--- src/rtl/des_result_collector_if.sv ---
// des_result_collector_if: request/result/output bundle between host, DES pipeline and consumer
interface des_result_collector_if #(parameter int DEPTH = 8, parameter int TAG_W = 4);
  logic                         issue_valid;
  logic [TAG_W-1:0]             issue_tag;
  logic                         issue_decrypt;
  logic                         issue_ready;
  logic [63:0]                  result;
  logic                         result_valid;
  logic                         out_valid;
  logic                         out_ready;
  logic [63:0]                  out_data;
  logic [TAG_W-1:0]             out_tag;
  logic                         out_decrypt;
  logic [$clog2(DEPTH+1)-1:0]   credits;
  logic                         err_unexpected;
  logic                         err_overflow;
  modport master (
    output issue_valid, issue_tag, issue_decrypt, result, result_valid, out_ready,
    input  issue_ready, out_valid, out_data, out_tag, out_decrypt, credits, err_unexpected, err_overflow
  );
  modport slave (
    input  issue_valid, issue_tag, issue_decrypt, result, result_valid, out_ready,
    output issue_ready, out_valid, out_data, out_tag, out_decrypt, credits, err_unexpected, err_overflow
  );
endinterface

--- src/rtl/des_result_collector.sv ---
// des_result_collector: credit-gated pairing of in-order DES results with their request tags
module des_result_collector #(
  parameter int DEPTH = 8,
  parameter int TAG_W = 4
) (
  input logic                  clk,
  input logic                  rst,
  des_result_collector_if.slave bus
);
  localparam int AW = $clog2(DEPTH);
  localparam int CW = $clog2(DEPTH+1);
  localparam int EW = TAG_W + 1;
  logic [EW-1:0]    tmem [DEPTH];
  logic [63+EW:0]   omem [DEPTH];
  logic [AW:0]      twr_q, trd_q, owr_q, ord_q, owr_d, ord_d;
  logic [CW-1:0]    cred_q;
  logic             ov_q, odec_q, eu_q, eo_q;
  logic [63:0]      od_q;
  logic [TAG_W-1:0] ot_q;
  logic             acc, tpop, opop, head_new;
  logic [63+EW:0]   head;
  assign acc      = bus.issue_valid && cred_q != '0;
  assign tpop     = bus.result_valid && twr_q != trd_q;
  assign opop     = ov_q && bus.out_ready;
  assign owr_d    = owr_q + (AW+1)'(tpop);
  assign ord_d    = ord_q + (AW+1)'(opop);
  // the new head is the entry being written this cycle only when the FIFO drains to it
  assign head_new = tpop && ord_d == owr_q;
  assign head     = head_new ? {bus.result, tmem[trd_q[AW-1:0]]} : omem[ord_d[AW-1:0]];
  always_ff @(posedge clk) begin
    if (acc) tmem[twr_q[AW-1:0]] <= {bus.issue_tag, bus.issue_decrypt};
    if (tpop) omem[owr_q[AW-1:0]] <= {bus.result, tmem[trd_q[AW-1:0]]};
  end
  always_ff @(posedge clk) begin
    if (rst) begin
      twr_q  <= '0;
      trd_q  <= '0;
      owr_q  <= '0;
      ord_q  <= '0;
      cred_q <= CW'(DEPTH);
      ov_q   <= 1'b0;
      od_q   <= '0;
      ot_q   <= '0;
      odec_q <= 1'b0;
      eu_q   <= 1'b0;
      eo_q   <= 1'b0;
    end else begin
      twr_q  <= twr_q + (AW+1)'(acc);
      trd_q  <= trd_q + (AW+1)'(tpop);
      owr_q  <= owr_d;
      ord_q  <= ord_d;
      cred_q <= cred_q - CW'(acc) + CW'(opop);
      ov_q   <= owr_d != ord_d;
      if (owr_d != ord_d) {od_q, ot_q, odec_q} <= head;
      eu_q   <= eu_q || (bus.result_valid && twr_q == trd_q);
      eo_q   <= eo_q || (bus.issue_valid && cred_q == '0);
    end
  end
  assign bus.issue_ready    = cred_q != '0;
  assign bus.credits        = cred_q;
  assign bus.out_valid      = ov_q;
  assign bus.out_data       = od_q;
  assign bus.out_tag        = ot_q;
  assign bus.out_decrypt    = odec_q;
  assign bus.err_unexpected = eu_q;
  assign bus.err_overflow   = eo_q;
endmodule

--- src/flat_wrapper.sv ---
// flat-port wrapper written by rule: the top's interface ports become plain ports
module des_result_collector_flat 
#(
  parameter int DEPTH = 8,
  parameter int TAG_W = 4
)
  (clk, rst, bus_issue_valid, bus_issue_tag, bus_issue_decrypt, bus_result, bus_result_valid, bus_out_ready, bus_issue_ready, bus_out_valid, bus_out_data, bus_out_tag, bus_out_decrypt, bus_credits, bus_err_unexpected, bus_err_overflow);
  des_result_collector_if #(.DEPTH(DEPTH), .TAG_W(TAG_W)) bus_i ();
  input logic clk;
  input logic rst;
  input wire logic [$bits(bus_i.issue_valid)-1:0] bus_issue_valid;
  input wire logic [$bits(bus_i.issue_tag)-1:0] bus_issue_tag;
  input wire logic [$bits(bus_i.issue_decrypt)-1:0] bus_issue_decrypt;
  input wire logic [$bits(bus_i.result)-1:0] bus_result;
  input wire logic [$bits(bus_i.result_valid)-1:0] bus_result_valid;
  input wire logic [$bits(bus_i.out_ready)-1:0] bus_out_ready;
  output wire logic [$bits(bus_i.issue_ready)-1:0] bus_issue_ready;
  output wire logic [$bits(bus_i.out_valid)-1:0] bus_out_valid;
  output wire logic [$bits(bus_i.out_data)-1:0] bus_out_data;
  output wire logic [$bits(bus_i.out_tag)-1:0] bus_out_tag;
  output wire logic [$bits(bus_i.out_decrypt)-1:0] bus_out_decrypt;
  output wire logic [$bits(bus_i.credits)-1:0] bus_credits;
  output wire logic [$bits(bus_i.err_unexpected)-1:0] bus_err_unexpected;
  output wire logic [$bits(bus_i.err_overflow)-1:0] bus_err_overflow;
  assign bus_i.issue_valid = bus_issue_valid;
  assign bus_i.issue_tag = bus_issue_tag;
  assign bus_i.issue_decrypt = bus_issue_decrypt;
  assign bus_i.result = bus_result;
  assign bus_i.result_valid = bus_result_valid;
  assign bus_i.out_ready = bus_out_ready;
  assign bus_issue_ready = bus_i.issue_ready;
  assign bus_out_valid = bus_i.out_valid;
  assign bus_out_data = bus_i.out_data;
  assign bus_out_tag = bus_i.out_tag;
  assign bus_out_decrypt = bus_i.out_decrypt;
  assign bus_credits = bus_i.credits;
  assign bus_err_unexpected = bus_i.err_unexpected;
  assign bus_err_overflow = bus_i.err_overflow;
  des_result_collector #(.DEPTH(DEPTH), .TAG_W(TAG_W)) u_core (.clk(clk), .rst(rst), .bus(bus_i));
endmodule
--- config.mk ---
export PLATFORM = sky130hd
export DESIGN_NAME = des_result_collector_flat
export DESIGN_NICKNAME = d
export VERILOG_FILES = /design/src/rtl/des_result_collector_if.sv /design/src/rtl/des_result_collector.sv /design/src/flat_wrapper.sv
export SDC_FILE = /design/constraint.sdc
export NUM_CORES = 1
export LEC_CHECK = 0
export CAP_MARGIN = 0
export CORE_ASPECT_RATIO = 1.2
export CORE_MARGIN = 2
export CORE_UTILIZATION = 50
export DETAILED_ROUTE_END_ITERATION = 7
export PLACE_DENSITY = 0.69
export SYNTH_ARGS = -nofsm -noshare
export SYNTH_HDL_FRONTEND = slang
export SYNTH_SLANG_ARGS = --single-unit
--- constraint.sdc ---
create_clock -name clk -period 22.2 [get_ports clk]
set_input_delay 4.44 -clock clk [delete_from_list [all_inputs] [get_ports clk]]
set_output_delay 4.44 -clock clk [all_outputs]
set_load 0.02 [all_outputs]
* After elaboration in Yosys (flattened, before gate mapping) *
Memory sizes are Yosys's and may differ from the RTL's. A register that Yosys moved wholly into a read port is not among the register bits.
Index checks and enable logic that the tools add are counted.

word-level totals
  RAM bits = 592
  memories kept = 2
  word-level logic and storage cells = 39
  register bits after elaboration = 92

operators by class
  $add $sub $neg = 6
  multiplexer cells = 6
  equal/unequal tests = 4
  reduce and logical (&&, ||, !) cells = 10

memory list
  memory       words  width  rd ports  clocked after memory_dff  wr ports  RTL line                    text
  u_core.omem  8      69     1         0                         1         des_result_collector.sv:14  logic [63+EW:0] omem [DEPTH];
  u_core.tmem  8      5      1         1                         1         des_result_collector.sv:13  logic [EW-1:0] tmem [DEPTH];

operators by type and width
  operator                   count
  two-way mux 69 bit         1
  adder 4 x 1 -> 4 bit       5
  == test 4 bit              2
  != test 4 bit              2
  logical AND 1 bit          6
  logical NOT 4 bit          1
  two-way mux 1 bit          4
  nonzero test 4 bit         1
  subtractor 4 x 1 -> 4 bit  1
  two-way mux 3 bit          1
  logical OR 1 bit           2

* Logic depth before layout (Yosys ltp) *
  depth after elaboration = 5
  depth in mapped cells = 13

* Least setup slack after synthesis *
No wires, ideal clock.

  path kind = input to register
  from = in bus_result_valid
  to = mem u_core.omem[0][0] (netlist name) (enable)
  required time = 21.619 ns
  slack = 12.096 ns
  path buffers = 0
  arrival = 9.523 ns
  cell stages on the path = 3
  path through = o41ai_2 > or2_2 > nor3_1

between the ends
  cells in the longest elaborated chain, start to end = 3

ends and longest elaborated chain
  element                                  RTL line                    text
  start, declared                          flat_wrapper.sv:15          input wire logic [$bits(bus_i.result_valid)-1:0] bus_result_valid;
  logical AND 1 bit                        des_result_collector.sv:23  assign tpop = bus.result_valid && twr_q != trd_q;
  two-way mux 1 bit                        des_result_collector.sv:32  if (tpop) omem[owr_q[AW-1:0]] <= {bus.result, tmem[trd_q[AW-1:0]]};
  two-way mux 1 bit (not written as such)  des_result_collector.sv:32
  end, declared                            des_result_collector.sv:14

No other way between the ends.

* Worst setup path in the final report *
  from = in bus_out_ready
  to = reg u_core.od_q[48] (netlist: u_core.bus.out_data[48])

between the ends
  cells in the longest elaborated chain, start to end = 5

ends and longest elaborated chain
  element                                                           RTL line                    text
  start, declared                                                   flat_wrapper.sv:16          input wire logic [$bits(bus_i.out_ready)-1:0] bus_out_ready;
  logical AND 1 bit (*)                                             des_result_collector.sv:24  assign opop = ov_q && bus.out_ready;
  adder 4 x 1 -> 4 bit (*)                                          des_result_collector.sv:26  assign ord_d = ord_q + (AW+1)'(opop);
  net u_core.ord_d[0]                                               des_result_collector.sv:15  logic [AW:0] twr_q, trd_q, owr_q, ord_q, owr_d, ord_d;
  branches (longest 3 deep; another with memory read (8 x 69 bit))  --
  end signal, assigned                                              des_result_collector.sv:42  od_q <= '0;
  end signal, assigned                                              des_result_collector.sv:54  if (owr_d != ord_d) {od_q, ot_q, odec_q} <= head;
  end, declared                                                     des_result_collector.sv:18  logic [63:0] od_q;

Mark *: on every way through the listed nets, which the timed path passes.
A chain may end at the register's enable or synchronous reset.

==> results.py <==
metrics = {
    "job": {
        "drv_cap": 0,
    },
    "grt": {
        "gr-total-overflow": 0,
        "grt_pass1_wl_mm": 84.32,
        "grt_pass1_vias": 14220,
        "grt_usage": 0.2100,
        "grt_max_degree": 70,
        "antenna_found_initial": 1,
    },
    "cts": {
        "cts_tree": "yes",
        "cts_made_buffers": 66,
        "cts_resized": 0,
        "cts_buffer_depth": 3,
        "ctsHoldBuffers": 0,
        "cts_sinks": 684,
        "clkTransAtPathRegs_ns": 0.06,
        "htreeDepth": 3,
        "cts_setup_buffers": 0,
        "clock_latency_ns": 0.59,
        "root_buffer": "clkbuf_16",
    },
    "timing": {
        "hold_violations": 0,
        "slew_headroom": 0.2538,
        "finalSetupViolations": 0,
        "worst_pin_slew_ns": 1.108,
        "final.period_utilization": 0.3594,
        "drv_slew": 0,
        "max_clock_freq_mhz": 125.3,
        "min_period_ns": 7.979,
        "fin_skew_ns": 0.01529,
        "tns_ns": 0,
        "rsz0062_at_grt": "false",
    },
    "routing": {
        "vias": 13250,
        "drc": 0,
        "wl_mm": 55.70,
        "drt.antenna.violating_nets": 0,
        "vias_per_cell": 5.831,
        "wl_per_cell_um": 24.52,
        "drtIter0Drc": 891,
        "dr.pass1.iters": 5,
    },
    "pwr": {
        "p_leak_nw": 9.746,
        "power.total_mw": 3.460,
        "ir_drop_mv": 0.09716,
        "power.density_nw_per_um2": 112.6,
    },
    "synthesis": {
        "synthArstFlopShare": 0,
        "synth-warning-count": 0,
        "ys_seq_elements": 684,
        "synth_most_common_cell": "edfxtp_1",
        "synth_area_per_cell_sq_um": 19.35,
        "yosysTopAreaCell": "edfxtp_1",
        "synthCells": 1353,
        "ys_seq_area_frac": 0.7492,
        "synth_top_cells_by_area": "edfxtp_1 68%, mux4_2 13%, dfxtp_1 7.0%",
        "synth_cell_types": 35,
        "synth.top_cell.area_share": 0.6789,
        "synth-edff-count": 592,
        "synth-main-ff-cell": "edfxtp_1",
        "yosys-top-cells-count": "592 x edfxtp_1, 148 x mux4_2, 118 x nand2_1",
        "syn_nets": 1441,
        "netlist_area_sq_um": 26190,
    },
    "status": {
        "status": "finished, final reports clean",
    },
    "die": {
        "core_area_sq_um": 51580,
        "fp-row-count": 91,
        "start_util": 0.5077,
        "io_pins": 151,
        "die_x_um": 212.9,
        "die_area_sq_um": 54220,
        "die_y_um": 254.7,
    },
    "setup_path": {
        "cp_data_required_time_ns": 22.73,
        "critical_path.max_stage_delay_ns": 0.83,
        "slowest_stage": "o21a_2",
        "path_cells": "clkdlybuf4s50_1 -> and2_1 -> ha_4 -> buf_4 -> xnor2_1 -> nand3_1 -> o21a_2 -> buf_4 -> a32o_1",
        "crit_type": "in -> reg",
        "cp-start-kind": "primary input",
        "cpMostUsedCell": "buf_4",
        "r2r_cells": 10,
        "arrival_ns": 8.51,
        "endpoint_kind": "register",
        "cp_max_fo": 33,
    },
    "placement": {
        "io_buffer_count": 150,
        "place.gp.congestion": 0.7204,
        "hpwl_mm": 29.36,
    },
    "hold_path": {
        "hold_depth": 1,
        "hold_path_class": "reg -> reg",
    },
    "layout": {
        "nNetsFinal": 1611,
        "areaGrowthSynthToFinish_pct": 17.33,
        "fill_cells": 3659,
        "drive_gt1_frac": 0.1830,
    },
}
-- critical path, delay by kind of cell --
| kind | cells | cell delay (ns) |
|---|---|---|
| AOI/OAI and AO/OA | 2 | 1.08 |
| xor gates and xnor gates | 1 | 0.14 |
| buffers and inverters | 3 | 1.58 |
| adders and majority gates | 1 | 0.69 |
| and+or+nand+nor | 2 | 0.48 |
-- sequential cells by signal, summed over array words and instances (netlist names), 4 cells and up --
name	flops
u_core.bus.credits	4
u_core.tmem	40
u_core.owr_q	4
u_core.ord_q	4
u_core.omem	552
u_core.twr_q	4
u_core.bus.out_tag	4
u_core.trd_q	4
u_core.bus.out_data	64
-- cell families after synthesis --
group / Yosys count / synth area share
XOR/XNOR: 24 / 0.008553
adder cells (fa/ha/maj): 14 / 0.006976
multiplexers: 179 / 0.1391
flip-flops: 684 / 0.7492
AND/OR/NAND/NOR: 276 / 0.05051
AO/OA/AOI/OAI: 85 / 0.03058
buffers and inverters: 91 / 0.01500
-- worst paths after layout --
| check | end | slack, ns | from |
|---|---|---|---|
| min | u_core.bus.out_data[18] | 0.47 | u_core.bus.out_data[18] |
| max | u_core.bus.out_data[48] | 14.22 | bus_out_ready |
| max reg2reg | u_core.bus.out_data[48] | 17.36 | u_core.trd_q[0] |
| min reg2reg | u_core.bus.out_data[18] | 0.47 | u_core.bus.out_data[18] |
-- where the power goes --
group          switching, mW  internal [mW]  total [mW]
clock                  0.457          0.655        1.11
sequential            0.0491           1.51        1.56
combinational          0.437          0.349       0.785
-- metrics by stage --
stage / instances / hold WS [ns] / utilization / setup WS [ns] / instance area [sq um]
after floorplan: 1353 / 0.4981 / - / 12.10 / 26190
after global placement: 2152 / 0.4521 / 0.5537 / 13.53 / 28560
after detailed placement: 2152 / 0.4543 / 0.5537 / 13.54 / 28560
after CTS: 2271 / 0.4688 / 0.5956 / 14.17 / 30720
after global routing: 2272 / 0.4929 / 0.5956 / 13.96 / 30720
final: 2272 / 0.4651 / 0.5956 / 14.22 / 30720
-- final cells by class --
cell class	count	area, sq um	share of cell area
flip-flops and latches	684	19620	0.6386
multi-input cells	578	6295	0.2049
clock buffers	100	1996	0.06496
repair buffers	179	1719	0.05596
well taps	697	872.1	0.02839
clock inverters	19	166.4	0.005417
inverters	14	52.55	0.001711
diodes	1	2.502	0.00008145
-- routing by layer --
metal	GRT usage	up-vias	routed length [um]
met5	0	-	0
met4	0.07692	0	1238
met3	0.03485	83	3199
met2	0.3514	386	28420
met1	0.2797	7010	22840
li1	-	5770	-
-- cell usage in the layout, fill, tap and decap left out, types with 10 or more instances in the layout --
| cell | count |
|---|---|
| xnor2_1 | 10 |
| buf_4 | 29 |
| xor2_1 | 11 |
| clkbuf_1 | 18 |
| clkbuf_8 | 11 |
| clkdlybuf4s50_1 | 150 |
| edfxtp_1 | 592 |
| a32o_1 | 64 |
| mux4_2 | 148 |
| mux2i_1 | 31 |
| nand2_1 | 118 |
| inv_1 | 14 |
| dfxtp_1 | 92 |
| nand3_1 | 39 |
| nor2_1 | 19 |
| clkbuf_16 | 71 |
| ha_1 | 11 |
| nand2b_1 | 69 |
Note: power is estimated with default switching activity, not from simulation.
